===== config.mk =====
export PLATFORM = sky130hd
export DESIGN_NAME = alu_share_arbiter
export DESIGN_NICKNAME = d
export VERILOG_FILES = /design/src/rtl/alu_share_arbiter.sv
export SDC_FILE = /design/constraint.sdc
export NUM_CORES = 1
export LEC_CHECK = 0
export CAP_MARGIN = 20
export CELL_PAD_IN_SITES_DETAIL_PLACEMENT = 2
export CELL_PAD_IN_SITES_GLOBAL_PLACEMENT = 2
export CORE_ASPECT_RATIO = 0.8
export CORE_MARGIN = 2
export CORE_UTILIZATION = 40
export CTS_BUF_LIST = sky130_fd_sc_hd__clkbuf_16
export DETAILED_ROUTE_END_ITERATION = 10
export DONT_BUFFER_PORTS = 1
export PLACE_DENSITY_LB_ADDON = 0.12
export SLEW_MARGIN = 5
export SYNTH_ARGS = -nofsm -noshare
export SYNTH_HDL_FRONTEND = slang
export SYNTH_SLANG_ARGS = --single-unit

===== constraint.sdc =====
create_clock -name clk -period 3.75 [get_ports clk]
set_clock_uncertainty 0.1 [all_clocks]
set_input_delay 0.9375 -clock clk [delete_from_list [all_inputs] [get_ports clk]]
set_output_delay 0.9375 -clock clk [all_outputs]
set_load 0.05 [all_outputs]

===== src/rtl/alu_share_arbiter.sv =====
// alu_share_arbiter: round-robin sharing of one external combinational ALU
// between two requesters. The winner's operands are latched into registers
// that drive the ALU. The captured result is returned on a single response
// channel, tagged with the id of the requester that owns it.
module alu_share_arbiter #(
  parameter int n = 32
) (
  input  logic         clk,
  input  logic         rst_n,
  input  logic         req_valid0,
  output logic         req_ready0,
  input  logic [n-1:0] req_a0,
  input  logic [n-1:0] req_b0,
  input  logic [3:0]   req_sel0,
  input  logic         req_valid1,
  output logic         req_ready1,
  input  logic [n-1:0] req_a1,
  input  logic [n-1:0] req_b1,
  input  logic [3:0]   req_sel1,
  output logic         resp_valid,
  input  logic         resp_ready,
  output logic         resp_id,
  output logic [n-1:0] resp_result,
  output logic         resp_zero,
  output logic         resp_err,
  output logic [n-1:0] alu_a,
  output logic [n-1:0] alu_b,
  output logic [3:0]   alu_sel,
  input  logic [n-1:0] alu_result,
  input  logic         alu_zero,
  output logic         busy
);

  typedef enum logic [1:0] {
    IDLE,
    EXEC,
    RESP
  } state_t;

  state_t state;
  logic   rr_ptr;
  logic   win1;
  logic   accept;
  logic   sel_legal;

  // Winner selection and the ready decode, which is only live while IDLE
  always_comb begin
    win1       = req_valid1 & (~req_valid0 | rr_ptr);
    accept     = (state == IDLE) & (req_valid0 | req_valid1);
    req_ready0 = (state == IDLE) & req_valid0 & ~win1;
    req_ready1 = (state == IDLE) & win1;
    sel_legal  = (alu_sel == 4'b0000) || (alu_sel == 4'b0001) ||
                 (alu_sel == 4'b0010) || (alu_sel == 4'b0110);
  end

  // Control FSM with registered ALU operands and registered response fields
  always_ff @(posedge clk or negedge rst_n) begin
    if (!rst_n) begin
      state       <= IDLE;
      rr_ptr      <= 1'b0;
      busy        <= 1'b0;
      resp_valid  <= 1'b0;
      resp_id     <= 1'b0;
      resp_result <= '0;
      resp_zero   <= 1'b0;
      resp_err    <= 1'b0;
      alu_a       <= '0;
      alu_b       <= '0;
      alu_sel     <= 4'b0000;
    end else begin
      case (state)
        IDLE: begin
          if (accept) begin
            alu_a   <= win1 ? req_a1 : req_a0;
            alu_b   <= win1 ? req_b1 : req_b0;
            alu_sel <= win1 ? req_sel1 : req_sel0;
            resp_id <= win1;
            rr_ptr  <= ~win1;
            state   <= EXEC;
            busy    <= 1'b1;
          end
        end
        EXEC: begin
          resp_result <= alu_result;
          resp_zero   <= alu_zero;
          resp_err    <= ~sel_legal;
          resp_valid  <= 1'b1;
          state       <= RESP;
          busy        <= 1'b1;
        end
        RESP: begin
          if (resp_ready) begin
            resp_valid <= 1'b0;
            state      <= IDLE;
            busy       <= 1'b0;
          end
        end
        default: begin
          state <= IDLE;
          busy  <= 1'b0;
        end
      endcase
    end
  end

endmodule


==> impl_metrics.env <==
export IMPL_wl_per_cell_um=28.4
export IMPL_first_pass_iters=4
export IMPL_critPathKind="reg2out"
export IMPL_fin_crit_ps=2480
export IMPL_endpoint_kind="output pin"
export IMPL_die_h_um=100
export IMPL_dr_total_vias=3092
export IMPL_via_per_inst=6.39
export IMPL_synthTopCellsByArea="dfrtp_1 58%, a221o_1 13%, a21boi_0 10%, mux2_2 8.0%, buf_6 2.2%"
export IMPL_post_cts_resized=0
export IMPL_tightestPinTransition_ps=965
export IMPL_postRouteAntennaNets=0
export IMPL_synth_seq_cells=108
export IMPL_avgSynthCellArea_um2=13.3
export IMPL_cp_max_fo=7
export IMPL_overflow=0
export IMPL_rsz0062_at_grt="no"
export IMPL_area_growth_pct=6.97
export IMPL_nNetsFinal=505
export IMPL_cts_tree="done"
export IMPL_post_cts_setup_buffers=0
export IMPL_hold_class="in2async"
export IMPL_std_cell_rows=35
export IMPL_gp_congestion=0.768
export IMPL_cts_max_path_buffers=2
export IMPL_wl_um=13700
export IMPL_root_buffer="clkbuf_16"
export IMPL_grt_pass1_wl_um=21000
export IMPL_syn_nets=524
export IMPL_setup_violations=0
export IMPL_multiInputGateArea_mm2=0.00174
export IMPL_io_buffers=0
export IMPL_grt_max_degree=109
export IMPL_dpl_hpwl_um=9560
export IMPL_coreArea_mm2=0.0114
export IMPL_start_util_pct=40.7
export IMPL_diodes=0
export IMPL_max_freq_ghz=0.402
export IMPL_synthesis_instances=350
export IMPL_max_cap_viol_count=0
export IMPL_drv_slew=0
export IMPL_hold_buffers=0
export IMPL_numCtsBuffers=9
export IMPL_critPathArrivalTime_ps=1450
export IMPL_io_pins=281
export IMPL_grt_util_all_layers_pct=21.8
export IMPL_slew_limit_headroom_pct=35.5
export IMPL_fin_crit_sh_pct=66.3
export IMPL_regArea_mm2=0.00270
export IMPL_clkTransAtPathRegs_ps=70
export IMPL_die_w_um=125
export IMPL_routed_top_layer="met4"
export IMPL_m1WireLength_um=5180
export IMPL_clock_sinks=108
export IMPL_crit_required_ps=2710
export IMPL_worstSkewPairLatency_ps=330
export IMPL_dr_wl_met2_um=7200
export IMPL_cts_max_level=3
export IMPL_ys_seq_area_share_pct=58.1
export IMPL_antenna_found_initial=0
export IMPL_synth_cell_types=24
export IMPL_route_detailed_drc=0
export IMPL_start_kind="flop"
export IMPL_yosys_warnings=0
export IMPL_reg2reg_slack_ps=1510
export IMPL_tns_ps=0
export IMPL_drt_iter0_drc=138
export IMPL_syn_area_mm2=0.00465
export IMPL_grt_pass1_vias=3461
export IMPL_status="finished clean"
export IMPL_fill_cells=1104
export IMPL_die_area_mm2=0.0125
export IMPL_drive_gt1_share_pct=17.0
export IMPL_yosys_area_top_type="dfrtp_1"
export IMPL_yosysTopAreaCellShare_pct=58.1
export IMPL_met3RoutedLength_um=1180
export IMPL_finalHoldViolations=0
[cell usage in the layout (no fill, tap or decap), drive strengths merged]
cell type  Yosys  layout
a31oi          6       6
a21o           3       3
o21ai          8       8
dfrtp        108     108
clkinvlp       0       1
buf           23       4
and3           2       2
clkinv         0       2
a221o         62      62
nand2b         1       1
nor2b          3       3
nand2          4       4
mux2          33      33
nand3          6       6
a21oi          9       9
nor2           4       4
a211oi         1       1
or2            1       1
clkbuf        11       9
a21boi        62      62
inv            3       5
bufinv         0       2
[path summary, 6_finish.rpt]
path,cells past startpoint,start,endpoint
setup / recovery,2,state[1],req_ready1
min in group clk,1,rr_ptr,rr_ptr
hold reg to reg,1,rr_ptr,rr_ptr
setup reg to reg,4,state[1],alu_a[17]
hold / removal,0,rst_n,alu_b[8]
max in group asynchronous,0,rst_n,alu_a[20]
[cell type report]
type | instances | share of cell area [%]
tap | 148 | 3.72
inverter | 3 | 0.226
clock buffer | 9 | 4.53
timing repair buffer | 4 | 0.603
sequential | 108 | 54.3
clock inverter | 7 | 1.68
multi-input combinational | 205 | 34.9
[through the flow]
stage                     hold slack [ps]  std cells  utilization [%]  setup slack, ps  cell area (um2)
final                                 187        484             43.5             1270             4980
after CTS                             169        484             43.5             1250             4980
after detailed placement              453        468             40.8             1070             4670
after global routing                  165        484             43.5             1200             4980
after floorplan                       386        350                -             1070             4650
after global placement                446        468             40.8             1170             4670
[per-layer routing]
metal | vias to the layer above | track usage (%)
li1 | 1317 | -
met1 | 1598 | 26.1
met2 | 164 | 38.0
met3 | 13 | 7.27
met4 | 0 | 6.22
met5 | - | 0
[flip-flops by register name, indices dropped and copies added (netlist names)]
name	flops
resp_valid	1
resp_result	32
resp_err	1
alu_b	32
rr_ptr	1
busy	1
state	2
alu_a	32
resp_id	1
alu_sel	4
resp_zero	1
[cells in the mapped netlist]
cell      instances
inv_2             1
clkbuf_1         10
nor2_1            3
or2_2             1
and3_1            1
a21boi_0         62
a221o_1          62
buf_2            14
buf_6             9
a21oi_1           9
inv_1             2
nor2b_1           3
nand3_1           6
a211oi_1          1
dfrtp_1         108
a31oi_1           6
nand2b_2          1
nor2_2            1
mux2_2           33
and3_4            1
clkbuf_2          1
a21o_1            3
nand2_1           4
o21ai_0           8
[critical path: stages (launching register included)]
cell and delay [ps]:
dfrtp_1 490, nor2_4 220, and3_2 400
[logic make-up after synthesis]
group / Yosys count / synth area share, %
muxes: 33 / 7.99
AOI/OAI and AO/OA: 151 / 26.6
and+or+nand+nor: 21 / 2.45
DFF: 108 / 58.1
buffers and inverters: 37 / 4.84
Power is left out: the tool's default activity adds up to more than one toggle a clock period on the data nets, which glitch-free logic cannot reach.
